[config.mk]
export PLATFORM = sky130hd
export DESIGN_NAME = fetch_ctrl
export DESIGN_NICKNAME = d
export VERILOG_FILES = /design/src/rtl/fetch_ctrl.sv
export SDC_FILE = /design/constraint.sdc
export NUM_CORES = 1
export LEC_CHECK = 0
export BUFFER_PORTS_ARGS = -buffer_cell sky130_fd_sc_hd__buf_2
export CAP_MARGIN = 40
export CELL_PAD_IN_SITES_DETAIL_PLACEMENT = 1
export CELL_PAD_IN_SITES_GLOBAL_PLACEMENT = 1
export CORE_MARGIN = 2
export CORE_UTILIZATION = 35
export CTS_BUF_LIST = sky130_fd_sc_hd__clkbuf_8
export DETAILED_ROUTE_END_ITERATION = 16
export GPL_TIMING_DRIVEN = 0
export PLACE_DENSITY_LB_ADDON = 0.05
export REMOVE_ABC_BUFFERS = 1
export SLEW_MARGIN = 15
export SYNTH_ARGS = -nofsm -noshare
export SYNTH_HDL_FRONTEND = slang
export SYNTH_SLANG_ARGS = --single-unit
[constraint.sdc]
create_clock -name clk -period 1.91 [get_ports clk]
set_input_delay 0.573 -clock clk [delete_from_list [all_inputs] [get_ports clk]]
set_output_delay 0.573 -clock clk [all_outputs]
set_load 0.02 [all_outputs]
[src/rtl/fetch_ctrl.sv]
// Fetch-stage sequencing controller: drives PC enable/select, the instruction
// memory req/ack handshake, fetch-register enable/flush, skid capture and halt.
module fetch_ctrl #(
  parameter int WORD         = 32,
  parameter int FLUSH_CYCLES = 2,
  parameter int MAX_WAIT     = 15
) (
  input  logic            clk,
  input  logic            reset,
  input  logic            start,
  input  logic            halt,
  input  logic            stallD,
  input  logic            redirect,
  input  logic [WORD-1:0] redirect_pc,
  input  logic            imem_ack,
  output logic            imem_req,
  output logic            pc_en,
  output logic            pc_sel,
  output logic [WORD-1:0] target_pc,
  output logic            skid_load,
  output logic            skid_use,
  output logic            fetch_en,
  output logic            fetch_flush,
  output logic [2:0]      state,
  output logic            halted,
  output logic            timeout
);

  typedef enum logic [2:0] {
    IDLE  = 3'd0,
    FETCH = 3'd1,
    HOLD  = 3'd2,
    FLUSH = 3'd3,
    HALT  = 3'd4
  } state_t;

  localparam logic [7:0] MAX_WAIT_C = 8'(MAX_WAIT);
  localparam logic [2:0] FLUSH_INIT = 3'(FLUSH_CYCLES - 1);

  state_t          state_reg,   state_next;
  logic [7:0]      wait_reg,    wait_next;
  logic [2:0]      flush_reg,   flush_next;
  logic [WORD-1:0] target_reg,  target_next;
  logic            timeout_reg, timeout_next;
  logic [7:0]      wait_inc;

  // Saturating increment so a huge MAX_WAIT can never wrap the counter.
  assign wait_inc = (wait_reg == 8'hFF) ? wait_reg : wait_reg + 8'd1;

  always_comb begin
    state_next   = state_reg;
    wait_next    = wait_reg;
    flush_next   = flush_reg;
    target_next  = target_reg;
    timeout_next = timeout_reg;
    imem_req     = 1'b0;
    pc_en        = 1'b0;
    pc_sel       = 1'b0;
    skid_load    = 1'b0;
    skid_use     = 1'b0;
    fetch_en     = 1'b0;
    fetch_flush  = 1'b0;
    halted       = 1'b0;

    case (state_reg)
      IDLE: begin
        if (start) state_next = FETCH;
      end

      FETCH, HOLD, FLUSH: begin
        if (redirect) begin
          // Taken branch overrides everything; any ack this cycle is dropped.
          target_next = redirect_pc;
          pc_en       = 1'b1;
          pc_sel      = 1'b1;
          fetch_flush = 1'b1;
          flush_next  = FLUSH_INIT;
          wait_next   = 8'd0;
          state_next  = FLUSH;
        end else if (state_reg == FETCH) begin
          imem_req = 1'b1;
          if (!imem_ack && (wait_inc >= MAX_WAIT_C)) begin
            wait_next    = wait_inc;
            timeout_next = 1'b1;
            state_next   = HALT;
          end else if (halt) begin
            state_next = HALT;
          end else if (imem_ack) begin
            wait_next = 8'd0;
            pc_en     = 1'b1;
            if (stallD) begin
              skid_load  = 1'b1;
              state_next = HOLD;
            end else begin
              fetch_en = 1'b1;
            end
          end else begin
            wait_next = wait_inc;
          end
        end else if (state_reg == HOLD) begin
          skid_use = 1'b1;
          if (halt) begin
            state_next = HALT;
          end else if (!stallD) begin
            fetch_en   = 1'b1;
            state_next = FETCH;
          end
        end else begin
          fetch_flush = 1'b1;
          if (halt) begin
            state_next = HALT;
          end else if (flush_reg <= 3'd1) begin
            flush_next = 3'd0;
            state_next = FETCH;
          end else begin
            flush_next = flush_reg - 3'd1;
          end
        end
      end

      HALT: begin
        halted = 1'b1;
      end

      default: begin
        state_next = IDLE;
      end
    endcase
  end

  always_ff @(posedge clk or negedge reset) begin
    if (!reset) begin
      state_reg   <= IDLE;
      wait_reg    <= 8'd0;
      flush_reg   <= 3'd0;
      target_reg  <= '0;
      timeout_reg <= 1'b0;
    end else begin
      state_reg   <= state_next;
      wait_reg    <= wait_next;
      flush_reg   <= flush_next;
      target_reg  <= target_next;
      timeout_reg <= timeout_next;
    end
  end

  assign state     = state_reg;
  assign target_pc = target_reg;
  assign timeout   = timeout_reg;

endmodule

# ---- Word-level counts from Yosys, hierarchy flattened
# Cells that the tools add are included.
dict set report totals {
  regBits 47
  inputBits 39
  output_inout_bits 44
}
dict set report classes {
  add_sub_neg 2
  n_lt_le_gt_ge 2
  n_eq_ne 14
  mux 60
  bitwise 2
  n_reduce_logical 10
}
# cell count
set ops {}
lappend ops {{$mux W3} 17}
lappend ops {{$mux W8} 6}
lappend ops {{$mux W1} 36}
lappend ops {{$ne A6 B6 Y1 const B} 4}
lappend ops {{$pmux W3 S3} 1}
lappend ops {{$add A8 B1 Y8 const B} 1}
lappend ops {{$eq A8 B8 Y1 const B} 1}
lappend ops {{$ge A8 B4 Y1 const B} 1}
lappend ops {{$reduce_and A4 Y1} 2}
lappend ops {{$eq A3 B2 Y1 const B} 2}
lappend ops {{$ne A2 B2 Y1 const B} 3}
lappend ops {{$reduce_and A6 Y1} 1}
lappend ops {{$eq A3 B1 Y1 const B} 1}
lappend ops {{$eq A3 B3 Y1 const B} 1}
lappend ops {{$le A3 B1 Y1 const B} 1}
lappend ops {{$logic_not A3 Y1} 1}
lappend ops {{$ne A3 B1 Y1 const B} 1}
lappend ops {{$reduce_and A3 Y1} 1}
lappend ops {{$reduce_or A3 Y1} 1}
lappend ops {{$sub A3 B1 Y3 const B} 1}
lappend ops {{$ne A2 B1 Y1 const B} 1}
lappend ops {{$not A1 Y1} 2}
lappend ops {{$reduce_and A2 Y1} 1}
lappend ops {{$reduce_bool A2 Y1} 1}
lappend ops {{other kinds (2)} 2}

# ---- Depth between registers and ports, before layout
dict set report logic_depth {
  depth_word 8
  mapped_depth 8
  ltp_nobuf 8
}

# ---- Worst setup path after synthesis
# No wires, ideal clock.
dict set report synth_path {
  path_type {input port to output port}
  from {input port halt}
  to {output port fetch_en}
  t_arrival_ns 1.616
  required_ns 1.337
  path_slack_ns -0.279
  path_stages 3
  path_buffers 1
  path_cell_list {buf_2 nor3_1 nor3b_1}
}
dict set report synth_between {
  elab_chain_len 5
  word_cells_on_any_way 7
  cone_classes {mux: 7}
}
# item line
set synth_lines {}
lappend synth_lines {{from (decl)} 11} ;# input logic halt,
lappend synth_lines {{$mux W1, on equally long branches} {102, 86}}
lappend synth_lines {{$mux W1, on equally long branches} {100, 82}}
lappend synth_lines {{$mux W1 (*)} 80} ;# end else if (state_reg == FETCH) begin
lappend synth_lines {{$mux W1 (*)} 71} ;# if (redirect) begin
lappend synth_lines {{$mux W1 (*)} 65} ;# case (state_reg)
lappend synth_lines {{to (decl)} 22} ;# output logic fetch_en,
# Mark *: on every way between the ends. The rest lies on a longest branch, timed or not.

# ---- Worst setup path in the final report
dict set report layout_path {
  from {register state_reg[1], in the netlist state[1]}
  to {output port pc_sel}
}
dict set report layout_between {
  elab_chain_len 3
  word_cells_on_any_way 5
  cone_classes {eq/ne: 3; mux: 1; reduce/logical: 1}
}
# item line
set layout_lines {}
lappend layout_lines {{from (decl)} 40} ;# state_t state_reg, state_next;
lappend layout_lines {{from (signal assigned)} 139} ;# state_reg <= state_next;
lappend layout_lines {{$eq A3 B1 Y1 or $eq A3 B2 Y1 (tied branches)} 65}
lappend layout_lines {{$reduce_or A3 Y1 (*)} 65}
lappend layout_lines {{$mux W1 (*)} 65}
lappend layout_lines {{to (decl)} 18} ;# output logic pc_sel,
# Marked as above.

==> flow_metrics.tcl <==
set metrics [dict create \
    drt_iter0_drc 50 \
    clk_latency_ns 0.30 \
    crit_top_cell "nor2_4" \
    fillers 689 \
    max-cap-violations 0 \
    finalSetupViolations 6 \
    first_pass_iters 4 \
    leakage_nw 1.62 \
    rsz0062_at_grt "yes" \
    cts_root_buffer "clkbuf_8" \
    holdWs_ns 0.192 \
    timing.final.crit_share 1.05 \
    dp_hpwl_mm 4.10 \
    required_ns 1.34 \
    ir_drop_mv 0.846 \
    r2r_cells 7 \
    worstMarginPinSlew_ns 0.507 \
    dieArea_um2 7180 \
    fin_crit_ns 2.01 \
    grt_overflow 0 \
    wire_per_inst_um 16.3 \
    ios 83 \
    violations "negative setup slack" \
    relSlewSlack 0.661 \
    timing.final.max_slew_violations 0 \
    numPortBuffers 82 \
    critPathMaxStageDelay_ns 0.49 \
    htreeDepth 2 \
    core_area_um2 6310 \
    p_int_mw 3.23 \
    cts_buffer_depth 2 \
    arrival_ns 1.43 \
    diodes 0 \
    p_seq_frac 0.308 \
    grt_max_degree 33 \
    ff_latch_area_um2 1180 \
    fp.dieW_um 84.7 \
    clkSinkCount 47 \
    max_freq_ghz 0.498 \
    ys_types 36 \
    largest_reg_flops 32 \
    grt_first_pass_wirelength_mm 10.6 \
    drive_above_1_share 0.637 \
    fin_nets 366 \
    antenna_found_initial 0 \
    die_h_um 84.7 \
    synth_ff_type "dfrtp_1" \
    timing.final.hold_violations 0 \
    slowest_stage "dfrtp_2" \
    hold_path.class "input port to asynchronous set/reset pin" \
    drt_wl_total_mm 6.56 \
    via_per_inst 5.16 \
    power.density_nw_per_um2 1600 \
    start_kind "register" \
    cts.clk_slew.worst_paths_ns 0.09 \
    grt_pass1_vias 2098 \
    cts_tree "built" \
    power_frac_clock 0.135 \
    layout.cells.non_filler 402 \
    synth-seq-cells 47 \
    synth_edf_count 0 \
    ant_nets 0 \
    drc 0 \
    synth_area_um2 2280 \
    crit_chain "buf_4 > nor2_4 > nor2_4 > nand2_8 > inv_2 > buf_6" \
    seq_area_frac_synth 0.516 \
    place_congestion 0.811 \
    worstSetupPathType "register to output port" \
    status "finished, violations left" \
    area_growth_pct 50.7 \
    worst_slack_ns -0.0966 \
    row_count 29 \
    start_util 0.361 \
    multi_input_comb_area_um2 1270 \
    grt_usage 0.186 \
    p_sw_mw 2.26 \
    syn_area_per_cell_um2 11.0 \
    combPwrFrac 0.557 \
    cts-buffers-inserted 5 \
    cp-end-kind "output port" \
    dp.cells 357 \
    pre_cts_slack_ns -0.479 \
    synthCells 207 \
    via_count 2075 \
    p_sw_frac 0.411 \
    ys.warnings.count 0 \
    final_util 0.545 \
    hold_buffers 0 \
    critPathMaxFanout 9 \
    finalClockSkew_ns 0.00691 \
    async_flop_share 1.00 \
]
-- critical path: cells and delay by family, from the launching register on --
family | cells | cell delay, ns
buffers and inverters | 3 | 0.33
DFF | 1 | 0.49
and+or+nand+nor | 3 | 0.30
-- kinds of logic (layout without fill, tap and decap cells) --
group / count (synthesis) / in the layout / synth area share
compound gates: 53 / 53 / 0.147
fa+ha+maj: 3 / 3 / 0.0165
buf+inv: 15 / 132 / 0.0252
flops: 47 / 47 / 0.516
mux: 34 / 34 / 0.169
simple gates: 55 / 56 / 0.127
-- metrics by stage --
stage	cell area [um2]	power [mW]	TNS (ns)
finish	3440	5.49	-0.404
global route	3440	5.89	-1.05
CTS	3170	5.22	-0.572
detailed placement	2770	4.03	-9.08
global placement	2750	3.99	-23.46
floorplan	2240	3.25	-7.37
-- placed cells by master (no fill, tap or decap), types with 5 or more instances in the layout --
cell type / count
nand2_1: 11
o21ai_0: 8
buf_6: 6
a21oi_2: 8
clkbuf_8: 5
buf_2: 74
a31oi_1: 7
buf_4: 37
nor3_1: 5
a21oi_1: 8
nor2_1: 5
mux2_2: 32
dfrtp_2: 6
dfrtp_1: 41
-- metal layers --
layer,wire length [um],track usage,part of all wire
met1,3090,0.261,0.47
met2,3070,0.294,0.47
met3,324,0.0383,0.049
met4,77,0.0491,0.012
met5,0,0,0
-- layout make-up --
| cell class | instances | area share |
|---|---|---|
| sequential | 47 | 0.344 |
| clock inverter | 3 | 0.0127 |
| tap | 77 | 0.0280 |
| multi-input combinational | 146 | 0.370 |
| clock buffer | 5 | 0.0200 |
| timing repair buffer | 119 | 0.220 |
| inverter | 5 | 0.00546 |
-- synthesized netlist by cell type, drive strengths merged, types with 3 or more instances --
cell	instances	area share
nor3b	3	0.0099
and4	3	0.012
inv	5	0.0082
nand2b	5	0.014
o21ai	12	0.026
dfrtp	47	0.52
buf	4	0.0071
ha	3	0.016
a31oi	8	0.022
a21oi	17	0.039
nor2	10	0.016
clkbuf	6	0.0099
nand3	3	0.0088
mux2	33	0.16
nand2	14	0.023
o31ai	4	0.015
nor2b	3	0.0082
nor3	7	0.015
-- path summary, 6_finish.rpt --
check                             from             to  slack (ns)
min                              reset  target_pc[13]        0.19
max                           state[1]         pc_sel        -0.1
max reg2reg                wait_reg[1]       state[0]           0
min reg2reg                    timeout        timeout        0.48
min in group clk               timeout        timeout        0.48
max in group asynchronous        reset    wait_reg[4]        1.20
-- what timing repair did --
item                                   in CTS  in global routing
resized for setup                          36                 41
endpoints found under the hold margin       0                  0
pin swaps                                  12                 14
buffers inserted                           21                 15
cloned                                      1                  0
setup endpoints to repair                  50                 16
-- power groups by stage --
stage	registers, mW	logic [mW]	clock network [mW]
after CTS	1.69	2.75	0.773
after global routing	1.76	3.32	0.813
after global placement	1.74	2.25	0
after floorplan	2.19	1.06	0
final	1.69	3.06	0.740
after detailed placement	1.77	2.27	0
Note: power is estimated with default switching activity, not from simulation.
